### src/rtl/wb_master_pkg.sv
// Shared types and constants for the Wishbone classic initiator bridge.
package wb_master_pkg;

  typedef enum logic [1:0] {
    IDLE = 2'd0,
    BUS  = 2'd1,
    RESP = 2'd2
  } state_t;

  localparam int WB_AW   = 32;
  localparam int WB_DW   = 32;
  localparam int WB_SELW = 4;

  localparam logic [WB_DW-1:0] WB_ERR_DATA = 32'hDEAD_BEEF;

endpackage

### src/rtl/wb_master_bridge.sv
// Valid/ready command port to single Wishbone B4 classic read/write cycles.
// Optional ack timeout enabled by defining WB_MASTER_TIMEOUT_EN.
module wb_master_bridge
  import wb_master_pkg::*;
#(
  parameter int TIMEOUT_CYCLES = 255,
  parameter int TXN_CNT_W      = 16
) (
  input  logic                 wb_clk_i,
  input  logic                 wb_rst_i,
  input  logic                 cmd_valid_i,
  output logic                 cmd_ready_o,
  input  logic                 cmd_we_i,
  input  logic [WB_AW-1:0]     cmd_adr_i,
  input  logic [WB_DW-1:0]     cmd_dat_i,
  input  logic [WB_SELW-1:0]   cmd_sel_i,
  output logic                 rsp_valid_o,
  input  logic                 rsp_ready_i,
  output logic [WB_DW-1:0]     rsp_dat_o,
  output logic                 rsp_err_o,
  output logic                 wbm_cyc_o,
  output logic                 wbm_stb_o,
  output logic                 wbm_we_o,
  output logic [WB_AW-1:0]     wbm_adr_o,
  output logic [WB_DW-1:0]     wbm_dat_o,
  output logic [WB_SELW-1:0]   wbm_sel_o,
  input  logic [WB_DW-1:0]     wbm_dat_i,
  input  logic                 wbm_ack_i,
  output logic                 busy_o,
  output logic [TXN_CNT_W-1:0] txn_count_o
);

  generate
    if (TIMEOUT_CYCLES < 1 || TIMEOUT_CYCLES > 65535) begin : g_bad_timeout
      $error("wb_master_bridge: TIMEOUT_CYCLES must be in 1..65535");
    end
  endgenerate

  state_t state;

  assign cmd_ready_o = (state == IDLE);
  assign busy_o      = (state != IDLE);

`ifdef WB_MASTER_TIMEOUT_EN
  localparam logic [15:0] TMO_LAST = 16'(TIMEOUT_CYCLES - 1);
  logic [15:0] tmo_cnt;
`else
  assign rsp_err_o = 1'b0;
`endif

  always_ff @(posedge wb_clk_i or posedge wb_rst_i) begin
    if (wb_rst_i) begin
      state       <= IDLE;
      wbm_cyc_o   <= 1'b0;
      wbm_stb_o   <= 1'b0;
      wbm_we_o    <= 1'b0;
      wbm_adr_o   <= '0;
      wbm_dat_o   <= '0;
      wbm_sel_o   <= '0;
      rsp_valid_o <= 1'b0;
      rsp_dat_o   <= '0;
      txn_count_o <= '0;
`ifdef WB_MASTER_TIMEOUT_EN
      rsp_err_o   <= 1'b0;
      tmo_cnt     <= '0;
`endif
    end else begin
      case (state)
        IDLE: begin
          if (cmd_valid_i) begin
            wbm_we_o  <= cmd_we_i;
            wbm_adr_o <= cmd_adr_i;
            wbm_dat_o <= cmd_dat_i;
            wbm_sel_o <= cmd_sel_i;
            wbm_cyc_o <= 1'b1;
            wbm_stb_o <= 1'b1;
`ifdef WB_MASTER_TIMEOUT_EN
            tmo_cnt   <= '0;
`endif
            state     <= BUS;
          end
        end

        BUS: begin
          // Ack is checked first so an ack on the expiry cycle completes normally.
          if (wbm_ack_i) begin
            wbm_cyc_o   <= 1'b0;
            wbm_stb_o   <= 1'b0;
            rsp_dat_o   <= wbm_we_o ? '0 : wbm_dat_i;
            rsp_valid_o <= 1'b1;
            txn_count_o <= txn_count_o + 1'b1;
`ifdef WB_MASTER_TIMEOUT_EN
            rsp_err_o   <= 1'b0;
`endif
            state       <= RESP;
          end
`ifdef WB_MASTER_TIMEOUT_EN
          else if (tmo_cnt == TMO_LAST) begin
            wbm_cyc_o   <= 1'b0;
            wbm_stb_o   <= 1'b0;
            rsp_dat_o   <= WB_ERR_DATA;
            rsp_err_o   <= 1'b1;
            rsp_valid_o <= 1'b1;
            txn_count_o <= txn_count_o + 1'b1;
            state       <= RESP;
          end else begin
            tmo_cnt <= tmo_cnt + 16'd1;
          end
`endif
        end

        RESP: begin
          if (rsp_ready_i) begin
            rsp_valid_o <= 1'b0;
            state       <= IDLE;
          end
        end

        default: state <= IDLE;
      endcase
    end
  end

endmodule
### config.mk
export PLATFORM = sky130hd
export DESIGN_NAME = wb_master_bridge
export DESIGN_NICKNAME = d
export VERILOG_FILES = /design/src/rtl/wb_master_pkg.sv /design/src/rtl/wb_master_bridge.sv
export SDC_FILE = /design/constraint.sdc
export NUM_CORES = 1
export LEC_CHECK = 0
export ABC_AREA = 1
export BUFFER_PORTS_ARGS = -buffer_cell sky130_fd_sc_hd__buf_2
export CORE_ASPECT_RATIO = 0.9
export CORE_MARGIN = 3
export CORE_UTILIZATION = 52
export CTS_BUF_LIST = sky130_fd_sc_hd__clkbuf_8
export CTS_CLUSTER_SIZE = 25
export DETAILED_ROUTE_END_ITERATION = 8
export GPL_TIMING_DRIVEN = 0
export PLACE_DENSITY = 0.86
export SLEW_MARGIN = 20
export SYNTH_ARGS = -nofsm -noshare
export SYNTH_HDL_FRONTEND = slang
export SYNTH_SLANG_ARGS = --single-unit
### constraint.sdc
create_clock -name wb_clk_i -period 7.5 [get_ports wb_clk_i]
set_input_delay 0.75 -clock wb_clk_i [delete_from_list [all_inputs] [get_ports wb_clk_i]]
set_output_delay 0.75 -clock wb_clk_i [all_outputs]
set_load 0.02 [all_outputs]
* After elaboration in Yosys (flattened, before gate mapping)
Cells that the tools add are included.
Storage, ports and cells: register bits 121, bits in latches 0, RAM bits 0, memory bits (read-only) 0, bits of input ports 106, output and inout port bits 123, word-level logic and storage cells 35, memories 0
Operators by class: add/subtract/negate cells 1, $mul 0, div/mod/pow operators 0, $lt $le $gt $ge 0, equal/unequal tests 5, shift-type cells 0, multiplexer cells 11, bitwise logic cells 0, reduce and logical (&&, ||, !) cells 9
Operators by type and width (count):
- $mux W32 | 1
- $add A16 B1 Y16 const B | 1
- $reduce_and A3 Y1 | 3
- $mux W2 | 3
- $ne A2 B2 Y1 const B | 3
- $pmux W2 S3 | 1
- $reduce_bool A2 Y1 | 3
- $mux W1 | 4
- $pmux W1 S2 | 2
- $reduce_and A2 Y1 | 2
- $eq A2 B1 Y1 const B | 1
- $eq A2 B2 Y1 const B | 1
- $logic_not A2 Y1 | 1

* Logic depth before layout (Yosys ltp)
Gate-level depths: netlist of the first run.
word-level depth 3, mapped depth 8, depth with buffers taken out 8

* Least setup slack after synthesis of the first run
OpenSTA, ideal clock, no wires.
path kind register -> output, start register state[1], end output port busy_o, arrival 0.823 ns, data required time 6.750 ns, path slack 5.927 ns, cell stages (with the launch flop) 3, buffers on the path 0, cells stage by stage dfrtp_1 nor2_4 inv_1
Between the ends: word-level cells in the longest chain between the ends 1
RTL lines:
- start, declared | line wb_master_bridge.sv:39 | state_t state;
- start signal, assigned | line wb_master_bridge.sv:53 | state <= IDLE;
- start signal, assigned | line wb_master_bridge.sv:80 | state <= BUS;
- start signal, assigned | line wb_master_bridge.sv:95 | state <= RESP;
- $reduce_bool A2 Y1 | line wb_master_bridge.sv:42 | assign busy_o = (state != IDLE);
- end, declared | line wb_master_bridge.sv:29 | output logic busy_o,
Every way passes these cells.

* Final worst setup path of the first run
Ends and elaborated chain as after synthesis.

==> results of run 1 <==
## cell type report
| class | instances | area [um2] |
|---|---|---|
| multi-input cells | 254 | 1864 |
| repair buffers | 228 | 1164 |
| well taps | 122 | 152.6 |
| clock buffers | 19 | 261.5 |
| plain buffers | 19 | 143.9 |
| inverters | 17 | 68.82 |
| fillers | 682 | 2587 |
| clock inverters | 8 | 61.31 |
| flip-flops and latches | 121 | 3028 |
## cells in the mapped netlist, drive strengths merged, types with 3 or more instances
cell | number | area, um2
dfrtp | 121 | 3028
nand2 | 110 | 422.9
mux2 | 68 | 1013
nand3 | 36 | 185.2
nor2 | 19 | 86.33
inv | 17 | 63.81
buf | 15 | 128.9
xnor2 | 5 | 43.79
clkbuf | 4 | 15.01
o21ai | 4 | 20.02
xor2 | 4 | 35.03
nand3b | 3 | 22.52
## critical path: cells and delay by family (launching register included)
kind          cells  cell delay [ps]
buf+inv           2              200
flops             1              460
simple gates      1              200
## report_power, final
| part | internal [W] | leakage, nW | switching (W) | total, W |
|---|---|---|---|---|
| clock network | 0.000264 | 0.182 | 0.000234 | 0.000497 |
| logic | 0.000607 | 2.17 | 0.000772 | 0.00138 |
| registers | 0.000929 | 1.49 | 0.000170 | 0.00110 |
| total | 0.00180 | 3.84 | 0.00118 | 0.00297 |
## flip-flops by register name, summed over array words and instances (netlist names)
name	cells
wbm_stb_o	1
rsp_valid_o	1
wbm_dat_o	32
wbm_adr_o	32
wbm_we_o	1
rsp_dat_o	32
state	2
txn_count_o	16
wbm_sel_o	4
## worst paths after layout
path	cells past startpoint	endpoint	slack, ps	from
setup / recovery	3	busy_o	5470	state[1]
setup reg to reg	4	wbm_adr_o[21]	6060	state[1]
min in group wb_clk_i	2	rsp_valid_o	470	rsp_valid_o
hold / removal	2	rsp_dat_o[5]	360	wb_rst_i
max in group asynchronous	3	txn_count_o[14]	6440	wb_rst_i
hold reg to reg	2	rsp_valid_o	470	rsp_valid_o
## stage by stage
stage | std cells | hold slack [ps]
finish | 788 | 360.8
global route | 788 | 366.2
CTS | 788 | 361.9
detailed placement | 761 | 460.0
global placement | 760 | 458.6
floorplan | 411 | 575.8
## layer usage
metal	wire, um	GRT usage
met1	4999	0.2825
met2	6893	0.4142
met3	853	0.07653
met4	255	0.08523
met5	0	0
## cells by family (layout without fill, tap and decap cells)
group / count (synthesis) / after routing / share of synthesized area
and+or+nand+nor: 169 / 169 / 0.1418
DFF: 121 / 121 / 0.5937
muxes: 68 / 68 / 0.1987
buffers and inverters: 36 / 291 / 0.04072
xor gates and xnor gates: 9 / 9 / 0.01546
AOI/OAI and AO/OA: 6 / 6 / 0.006379
adders and majority gates: 1 / 1 / 0.002453
other: 1 / 1 / 0.0007353
## layout by cell type (no fill, tap or decap), types with 5 or more instances in the layout
cell / count
buf_2: 231
buf_6: 8
clkbuf_8: 19
dfrtp_1: 121
inv_1: 18
mux2_4: 66
nand2_1: 108
nand3_1: 35
nor2_1: 17
xnor2_1: 5
==> results.md, run 1 <==
- Clock Sinks: 121
- Setup slack at placement: 5693 ps
- EDFF count, synth: 0
- Post-layout util: 0.7227
- Asr flop ratio synth: 1.000
- Core footprint: 0.009331 mm2
- Max Fanout on Critical Path: 5
- Row cnt: 33
- Die Span X: between 100 and 150 um
- Crit-path slowest cell: dfrtp_1
- CTS Hold Buffers Added: 0
- Htree depth: 4
- IO buf count: 227
- Design Area, Final: roughly 0.0067 mm2
- Clock tree buffer depth: 2
- Warnings from Yosys: 0
- Via density: 4.926
- Fin crit period: ~2000 ps
- DRC: 0
- Starting Density: 0.5465
- Final Hold Vio Count: 0
- Fraction of layout cells with a size suffix above 1: 0.5120
- Ys flop type: dfrtp_1
- #FFs+latches synth: 121
- Post CTS Setup Buffer Count: 0
- Reg clk slew, reported paths: 80 ps
- Power Density: 441.1 mW/mm2
- Post-Synthesis Cells: 411
- Area of the die: about 0.011 mm2
- Pleak: 3.839 nW
- VDD IR-drop max: 0.2709 mV
- Power, Total: 0.002975 W
- Final setup margin: ~5500 ps
- First-pass GRT wire length: 20180 um
- Wire length per cell: 16.50 um
- CTS tree: built
- RSZ-0062 raised after global routing: false
- Max incr delay on CP: 460 ps
- Largest net degree at the start of global routing: 75
- Initial antenna violation count: 0
- Clock root buffer master: clkbuf_8
- Final GP Congestion: 0.7712
- Synthesized net count: 518
- Area growth, synth to finish: 32.24%
- Setup crit start kind: register
- Area post-placement: 0.006421 mm2
- Num CTS Buffers: 17
- # setup viols final: 0
- Final wirelength: 13000 um
- DR iter-0 viols: 174
- Die height: 99.95 um
- Ant diodes: 0
- Setup TNS Final: 0 ps
- All-Layer GR Usage: 0.2406
- CP Class: reg2out
- GRT Residual Overflow: 0
- Cell Area, Synth: 0.005100 mm2
- Clock latency at the later pin of the worst-skew pair: 430 ps
- Final #Nets: 765
- Fmax: 492.9 MHz
- Final period utilization: 0.2705
- First-pass DRT Iterations: 4
- Final Max Tran Viols: 0
- Post-synthesis sequential area ratio: 0.5937
- Outcome: finished clean
- Worst path required time: 6750 ps
- Placed wire-length estimate: 9643 um
- Resize count post-CTS: 0
- Synth cell types: 26
- Via count: 3882
- Worst Hold Class: in2async
- Mean Syn Cell Area: 12.41 um2
- Max_cap viols: 0
- Final ANT Viol Nets: 0
- Vias in the first global route: between 4000 and 5000
- Critical-path cell list: nor2_4 > inv_1 > buf_2
- Crit path capture type: primary output
- Io pins: 229
- Crit path DAT: 1280 ps
- Final Skew: 17.47 ps
Note: power is estimated with default switching activity, not from simulation.
==> run 2: changes to the inputs <==
--- a/config.mk
+++ b/config.mk
@@ -5,16 +5,16 @@
 export SDC_FILE = /design/constraint.sdc
 export NUM_CORES = 1
 export LEC_CHECK = 0
-export ABC_AREA = 1
+export ABC_AREA = 0
 export BUFFER_PORTS_ARGS = -buffer_cell sky130_fd_sc_hd__buf_2
 export CORE_ASPECT_RATIO = 0.9
 export CORE_MARGIN = 3
-export CORE_UTILIZATION = 52
+export CORE_UTILIZATION = 48
 export CTS_BUF_LIST = sky130_fd_sc_hd__clkbuf_8
 export CTS_CLUSTER_SIZE = 25
 export DETAILED_ROUTE_END_ITERATION = 8
 export GPL_TIMING_DRIVEN = 0
-export PLACE_DENSITY = 0.86
+export PLACE_DENSITY = 0.81
 export SLEW_MARGIN = 20
 export SYNTH_ARGS = -nofsm -noshare
 export SYNTH_HDL_FRONTEND = slang
==> constraint.sdc (replaced) <==
create_clock -name wb_clk_i -period 1.9 [get_ports wb_clk_i]
set_input_delay 0.19 -clock wb_clk_i [delete_from_list [all_inputs] [get_ports wb_clk_i]]
set_output_delay 0.19 -clock wb_clk_i [all_outputs]
set_load 0.02 [all_outputs]
==> run 2 against run 1 <==
Effect of this change: wire length grew 10%; total power grew to 3.9 times the previous value; critical path type is now reg2reg; synthesized cell count down 9.2%; register-to-register slack got worse by 6000 ps; critical path depth grew 2; cell area increased by 8.4%.
==> results.md, run 2 <==
- Row cnt: 33 (unchanged)
- Largest regs: rsp_dat_o x32, wbm_adr_o x32, wbm_dat_o x32
- Starting Density: 0.5098 (-0.03669)
- EDFF count, synth: 0 (unchanged)
- Critical-path cell list: buf_4 > nor2_1 > and2_2 > buf_2 > mux2_2
- Worst path required time: 2200 ps (-4550 ps)
- Htree depth: 4 (unchanged)
- Area of the die: 0.01124 mm2 (+1.8%)
- Io pins: 229 (unchanged)
- Setup crit start kind: register
- Mux cell area share after synthesis: 0.1640 (-0.03475)
- Post-synthesis xor/xnor area fraction: 0.02737 (+0.01192)
- Wire length per cell: 17.37 um (+5.3%)
- Fraction of layout cells with a size suffix above 1: 0.4979 (-0.01415)
- Post CTS Setup Buffer Count: 0 (unchanged)
- Final wirelength: 14330 um (+10%)
- Asr flop ratio synth: 1.000 (unchanged)
- Final #Nets: 797 (+4.2%)
- Placed wire-length estimate: 9048 um (-6.2%)
- CP Class: reg2reg
- Ys flop type: dfrtp_1
- Area post-placement: 0.006180 mm2 (-3.8%)
- # setup viols final: 0 (unchanged)
- Max_cap viols: 0 (unchanged)
- Crit path DAT: 2130 ps (+850 ps)
- CTS tree: built
- Core footprint: 0.009414 mm2 (+0.88%)
- Initial antenna violation count: 1 (+1)
- CP delay by family, top: buffers and inverters
- WHS: 24.83 ps (-336.0 ps)
- Final Skew: 11.74 ps (-5.729 ps)
- DRC: 0 (unchanged)
- First-pass GRT wire length: 22120 um (+9.6%)
- Synthesized net count: 480 (-7.3%)
- Clock latency at the later pin of the worst-skew pair: 420 ps (about the same)
- Area share of the largest cell type after synthesis: 0.6309 (+0.03715)
- WP buf/inv: 2 (unchanged)
- Power Density: 1602 mW/mm2 (+260%)
- Via density: 4.890 (-0.74%)
- Largest family of logic cells by synthesized area: multiplexers
- Pleak: 3.651 nW (-4.9%)
- DR iter-0 viols: 110 (-37%)
- GRT Residual Overflow: 0 (unchanged)
- Synth area leader: dfrtp_1
- Fmax: 547.8 MHz
- Adder and majority gate portion of the synthesized area: 0.002607 (+0.0001535)
- Via count: 4034 (+3.9%)
- Outcome: finished clean
- Clock tree buffer depth: 2 (unchanged)
- Clock root buffer master: clkbuf_8
- Commonest non-fill, non-tap cells in the layout: buf_2, dfrtp_1, mux2_2
- Hold Path Stages: 2
- Die Span X: 111.4 um (+0.92%)
- Final Hold Vio Count: 0 (unchanged)
- Synth area leaders: dfrtp_1, mux2_2, nand2b_1, nand2_1, o21ai_0
- Final period utilization: 0.9609
- Fin crit period: 1826 ps
- Final Max Tran Viols: 0 (unchanged)
- RSZ-0062 raised after global routing: false
- Mean Syn Cell Area: 12.87 um2 (+3.7%)
- #FFs+latches synth: 121 (unchanged)
- Beginning of the worst hold path: cmd_adr_i[17]
- Crit-path slowest cell: mux2_2
- Rel. slew slack: 0.6641
- Max incr delay on CP: 400 ps (-60 ps)
- R2R depth: 5 (+1)
- Max Fanout on Critical Path: 10 (+5)
- All-Layer GR Usage: 0.2504 (+0.009785)
- Worst reg2reg path startpoint: state[0]
- Largest net degree at the start of global routing: 35 (-53%)
- Reg clk slew, reported paths: 80 ps (about the same)
- Design Area, Final: 0.007312 mm2 (+8.4%)
- Die height: 100.9 um (+0.92%)
- VDD IR-drop max: 1.054 mV (+290%)
- Top cells by count, synth: dfrtp_1, mux2_2, nand2_1, o21ai_0, nand2b_1
- Post-synthesis sequential area ratio: 0.6309 (+0.03715)
- Vias in the first global route: 4334 (+5.1%)
- Post-Synthesis Cells: 373 (-9.2%)
- Worst Hold Class: in2reg
- Final ANT Viol Nets: 0 (unchanged)
- Post-Synth Simple-Gate Area: 0.1087 (-0.03310)
- Clock Sinks: 121 (unchanged)
- First-pass DRT Iterations: 4 (unchanged)
- Most common library cell in the layout ignoring fill and taps: buf_2
- Crit path capture type: register
- Cell Area, Synth: 0.004800 mm2 (-5.9%)
- Reg-to-reg slack, setup: 70 ps (-5990 ps)
- Most frequent cell after synthesis: dfrtp_1
- IO buf count: 227 (unchanged)
- Final GP Congestion: 0.8404 (+9.0%)
- Hold endpoint: wbm_adr_o[17]
- Reg-to-reg endpoint: wbm_adr_o[12]
- Synth Area in Compound Gates: 0.03806 (+0.03168)
- Area growth, synth to finish: 52.35%
- Ant diodes: 0 (unchanged)
- Warnings from Yosys: 0 (unchanged)
- Post-layout util: 0.7767 (+0.05400)
- Worst Tran Pin Value: a little over 500 ps
- Synth cell types: 29 (+12%)
- Num CTS Buffers: 17 (unchanged)
## run 2: worst max-delay path by stage
| stage | start | to | slack, ps | depth (start not counted) |
|---|---|---|---|---|
| floorplan | state[0] | wbm_adr_o[0] | 30 | 6 |
| global placement | wb_rst_i | wbm_dat_o[10] | -460 | 2 |
| detailed placement | state[0] | wbm_dat_o[27] | -140 | 6 |
| CTS | state[0] | wbm_dat_o[27] | 110 | 5 |
| global route | state[0] | rsp_dat_o[7] | 10 | 6 |
| finish | state[0] | wbm_adr_o[12] | 70 | 5 |
## run 2: what timing repair did
action | 4_1_cts | 5_1_grt
resized for setup | 1 | 2
setup endpoints to repair | 69 | 9
hold buffers | 66 | 2
endpoints found under the hold margin | 135 | 2
## run 2: layout make-up
class,instances,area [um2]
multi-input combinational,224,1640
clock inverter,13,191.4
buffer,21,107.6
clock buffer,19,261.5
tap,122,152.6
inverter,6,26.28
sequential,121,3028
fill,576,2102
timing repair buffer,299,1904
## run 2: cells by family after synthesis
group | after synthesis
and+or+nand+nor | 101
adders and majority gates | 1
DFF | 121
other | 1
xor gates and xnor gates | 15
buffers and inverters | 28
muxes | 70
AOI/OAI and AO/OA | 36
## run 2: routing by layer
layer  vias to the layer above  GRT usage  share of wire
met2                       190     0.4650           0.53
li1                       1871          -              -
met4                         2    0.06455          0.015
met1                      1951     0.2749           0.37
met3                        20    0.08884          0.079
met5                         -          0        0.00091
## run 2: per-stage QoR
stage / TNS [ps] / std cells / total power (W) / setup WS [ps]
after floorplan: 0 / 373 / 0.007167 / 25.88
after global placement: -60380 / 722 / 0.008731 / -456.7
after detailed placement: -8090 / 726 / 0.008938 / -135.9
after CTS: 0 / 823 / 0.01166 / 113.5
after global routing: 0 / 825 / 0.01231 / 11.08
final: 0 / 825 / 0.01171 / 74.37
## run 2: report_power, final
group          total [W]  internal (W)  leakage [nW]  switching (W)
clock network    0.00261       0.00152         0.219        0.00110
registers        0.00436       0.00368          1.48       0.000680
logic            0.00474       0.00190          1.95        0.00283
==> run 3: changes to the inputs <==
--- a/config.mk
+++ b/config.mk
@@ -9,12 +9,12 @@
 export BUFFER_PORTS_ARGS = -buffer_cell sky130_fd_sc_hd__buf_2
 export CORE_ASPECT_RATIO = 0.9
 export CORE_MARGIN = 3
-export CORE_UTILIZATION = 48
+export CORE_UTILIZATION = 52
 export CTS_BUF_LIST = sky130_fd_sc_hd__clkbuf_8
 export CTS_CLUSTER_SIZE = 25
 export DETAILED_ROUTE_END_ITERATION = 8
 export GPL_TIMING_DRIVEN = 0
-export PLACE_DENSITY = 0.81
+export PLACE_DENSITY = 0.87
 export SLEW_MARGIN = 20
 export SYNTH_ARGS = -nofsm -noshare
 export SYNTH_HDL_FRONTEND = slang
==> constraint.sdc (replaced) <==
create_clock -name wb_clk_i -period 2.1 [get_ports wb_clk_i]
set_input_delay 0.21 -clock wb_clk_i [delete_from_list [all_inputs] [get_ports wb_clk_i]]
set_output_delay 0.21 -clock wb_clk_i [all_outputs]
set_load 0.02 [all_outputs]
==> run 3 against run 2 <==
Effect of this change: clock power down 21%; via count down 4.6%; flip-flop and latch count unchanged; wire length down 12%; sequential share of layout area up 3.9 points; critical path type unchanged; largest cell class unchanged.
==> results.md, run 3 (synthesis results as in run 2) <==
- Row cnt: 32 (-3.0%)
- Final Skew: 12.32 ps (+0.5826 ps)
- Final ANT Viol Nets: 0 (unchanged)
- Setup TNS Final: 0 ps (unchanged)
- Num CTS Buffers: 17 (unchanged)
- Critical-path cell list: buf_4 > nor2_1 > and2_1 > buf_2 > mux2_2
- Crit-path slowest cell: mux2_2
- RSZ-0062 raised after global routing: false
- FILL cells: 583 (+1.2%)
- Power Density: 1522 mW/mm2 (-5.0%)
- First-pass DRT Iterations: 4 (unchanged)
- VDD IR-drop max: 1.014 mV (-3.7%)
- All-Layer GR Usage: 0.2393 (-0.01108)
- Placed wire-length estimate: 9244 um (+2.2%)
- Final GP Congestion: 0.7710 (-8.3%)
- Setup crit start kind: register
- Worst setup path startpoint: state[0]
- Pleak: 3.388 nW (-7.2%)
- IO buf count: 227 (unchanged)
- Rel. slew slack: 0.6653 (+0.001181)
- # setup viols final: 0 (unchanged)
- Via density: 5.018 (+2.6%)
- Fin crit period: 1873 ps (+47.47 ps)
- Clock root buffer master: clkbuf_8
- Die Span X: 107.3 um (-3.7%)
- Power, Total: 0.01017 W (-13%)
- Wire length per cell: 16.52 um (-4.9%)
- Initial antenna violation count: 0 (-1)
- Worst reg2reg path startpoint: state[0]
- Largest regs: rsp_dat_o x32, wbm_adr_o x32, wbm_dat_o x32
- Final wirelength: 12670 um (-12%)
- CTS tree: built
- Crit path capture type: register
- Max incr delay on CP: 370 ps (-30 ps)
- First-pass GRT wire length: 19490 um (-12%)
- Die height: 97.14 um (-3.7%)
- Htree depth: 4 (unchanged)
- Placed Cells: 722 (-0.55%)
- Area growth, synth to finish: 39.26%
- Non-Filler Instances: 767 (-7.0%)
- Worst Tran Pin Value: 501.0 ps (-2.826 ps)
- Clock Sinks: 121 (unchanged)
- DRC: 0 (unchanged)
- Fraction of layout cells with a size suffix above 1: 0.5340 (+0.03608)
- Max_cap viols: 0 (unchanged)
- Worst path required time: 2390 ps (+190 ps)
- Core footprint: 0.008768 mm2 (-6.9%)
- Fmax: 533.9 MHz (-2.5%)
- Final Max Tran Viols: 0 (unchanged)
- Worst Hold Class: in2reg
- Outcome: finished clean
- Crit path DAT: 2160 ps (+30 ps)
- Vias in the first global route: 4100 (-5.4%)
- Setup slack at placement: 119.9 ps (+255.8 ps)
- Commonest non-fill, non-tap cells in the layout: buf_2, dfrtp_1, mux2_2
- Most common library cell in the layout ignoring fill and taps: buf_2
- Post CTS Setup Buffer Count: 0 (unchanged)
- Clock latency at the later pin of the worst-skew pair: 420 ps (about the same)
- Final Hold Vio Count: 0 (unchanged)
- Clock tree buffer depth: 2 (unchanged)
- Io pins: 229 (unchanged)
- Ant diodes: 0 (unchanged)
- Via count: 3849 (-4.6%)
- Starting Density: 0.5474 (+0.03754)
- CP Class: reg2reg
- Final setup margin: 226.9 ps (+152.5 ps)
- Beginning of the worst hold path: cmd_adr_i[28]
- CP delay by family, top: simple AND/OR/NAND/NOR gates
- GRT Residual Overflow: 0 (unchanged)
- Max Fanout on Critical Path: 10 (unchanged)
- Reg clk slew, reported paths: 80 ps (about the same)
- Final #Nets: 742 (-6.9%)
- Largest net degree at the start of global routing: 36 (+2.9%)
- Final period utilization: 0.8920 (-0.06890)
- DR iter-0 viols: 68 (-38%)
- WP buf/inv: 2 (unchanged)
- Area of the die: 0.01042 mm2 (-7.3%)
## run 3: path summary, 6_finish.rpt
path,end,slack (ps),cells after the start
max in group asynchronous,rsp_dat_o[3],940,5
hold / removal,wbm_adr_o[28],20,2
min in group asynchronous,wbm_adr_o[15],380,3
setup reg to reg,wbm_dat_o[29],230,5
hold reg to reg,txn_count_o[15],470,1
setup / recovery,wbm_dat_o[29],230,5
## run 3: routing by layer
metal,vias up,routed length (um),global-route usage,share of wire
li1,1770,-,-,-
met3,21,990,0.07575,0.078
met4,0,224,0.09833,0.018
met2,186,6697,0.4233,0.53
met1,1872,4757,0.2636,0.38
met5,-,0,0,0
## run 3: final cells by class
class / instances / area, um2 / share of cell area
Buffer: 21 / 108.9 / 0.01629
Clock buffer: 18 / 247.7 / 0.03706
Clock inverter: 14 / 148.9 / 0.02228
Inverter: 6 / 26.28 / 0.003931
Multi-Input combinational cell: 224 / 1639 / 0.2452
Sequential cell: 121 / 3028 / 0.4530
Tap cell: 119 / 148.9 / 0.02228
Timing Repair Buffer: 244 / 1336 / 0.1999
## run 3: power breakdown
part	internal (W)	leakage [nW]	total, W	switching [W]
logic	0.00165	1.71	0.00419	0.00254
registers	0.00333	1.48	0.00392	0.000591
clock network	0.00109	0.197	0.00206	0.000970
total	0.00608	3.39	0.0102	0.00410
## run 3: through the flow
stage	cell area, um2	hold slack, ps	utilization
5_1_grt	6684	-0.4504	0.7623
3_3_place_gp	6088	441.5	0.6943
2_1_floorplan	4803	358.7	-
4_1_cts	6615	0.4644	0.7544
6_report	6684	19.72	0.7623
3_5_place_dp	6148	266.8	0.7012
## run 3: timing repair
action | 4_1_cts | 5_1_grt
resized for setup | 0 | 1
hold endpoints to repair | 26 | 7
setup endpoints to repair | 0 | 10
hold buffers | 7 | 7
## run 3: worst register-to-register path, cell delays in order (launching register included)
cell	delay, ps
dfrtp_1	360
buf_4	160
nor2_1	180
and2_1	350
buf_2	320
mux2_2	370
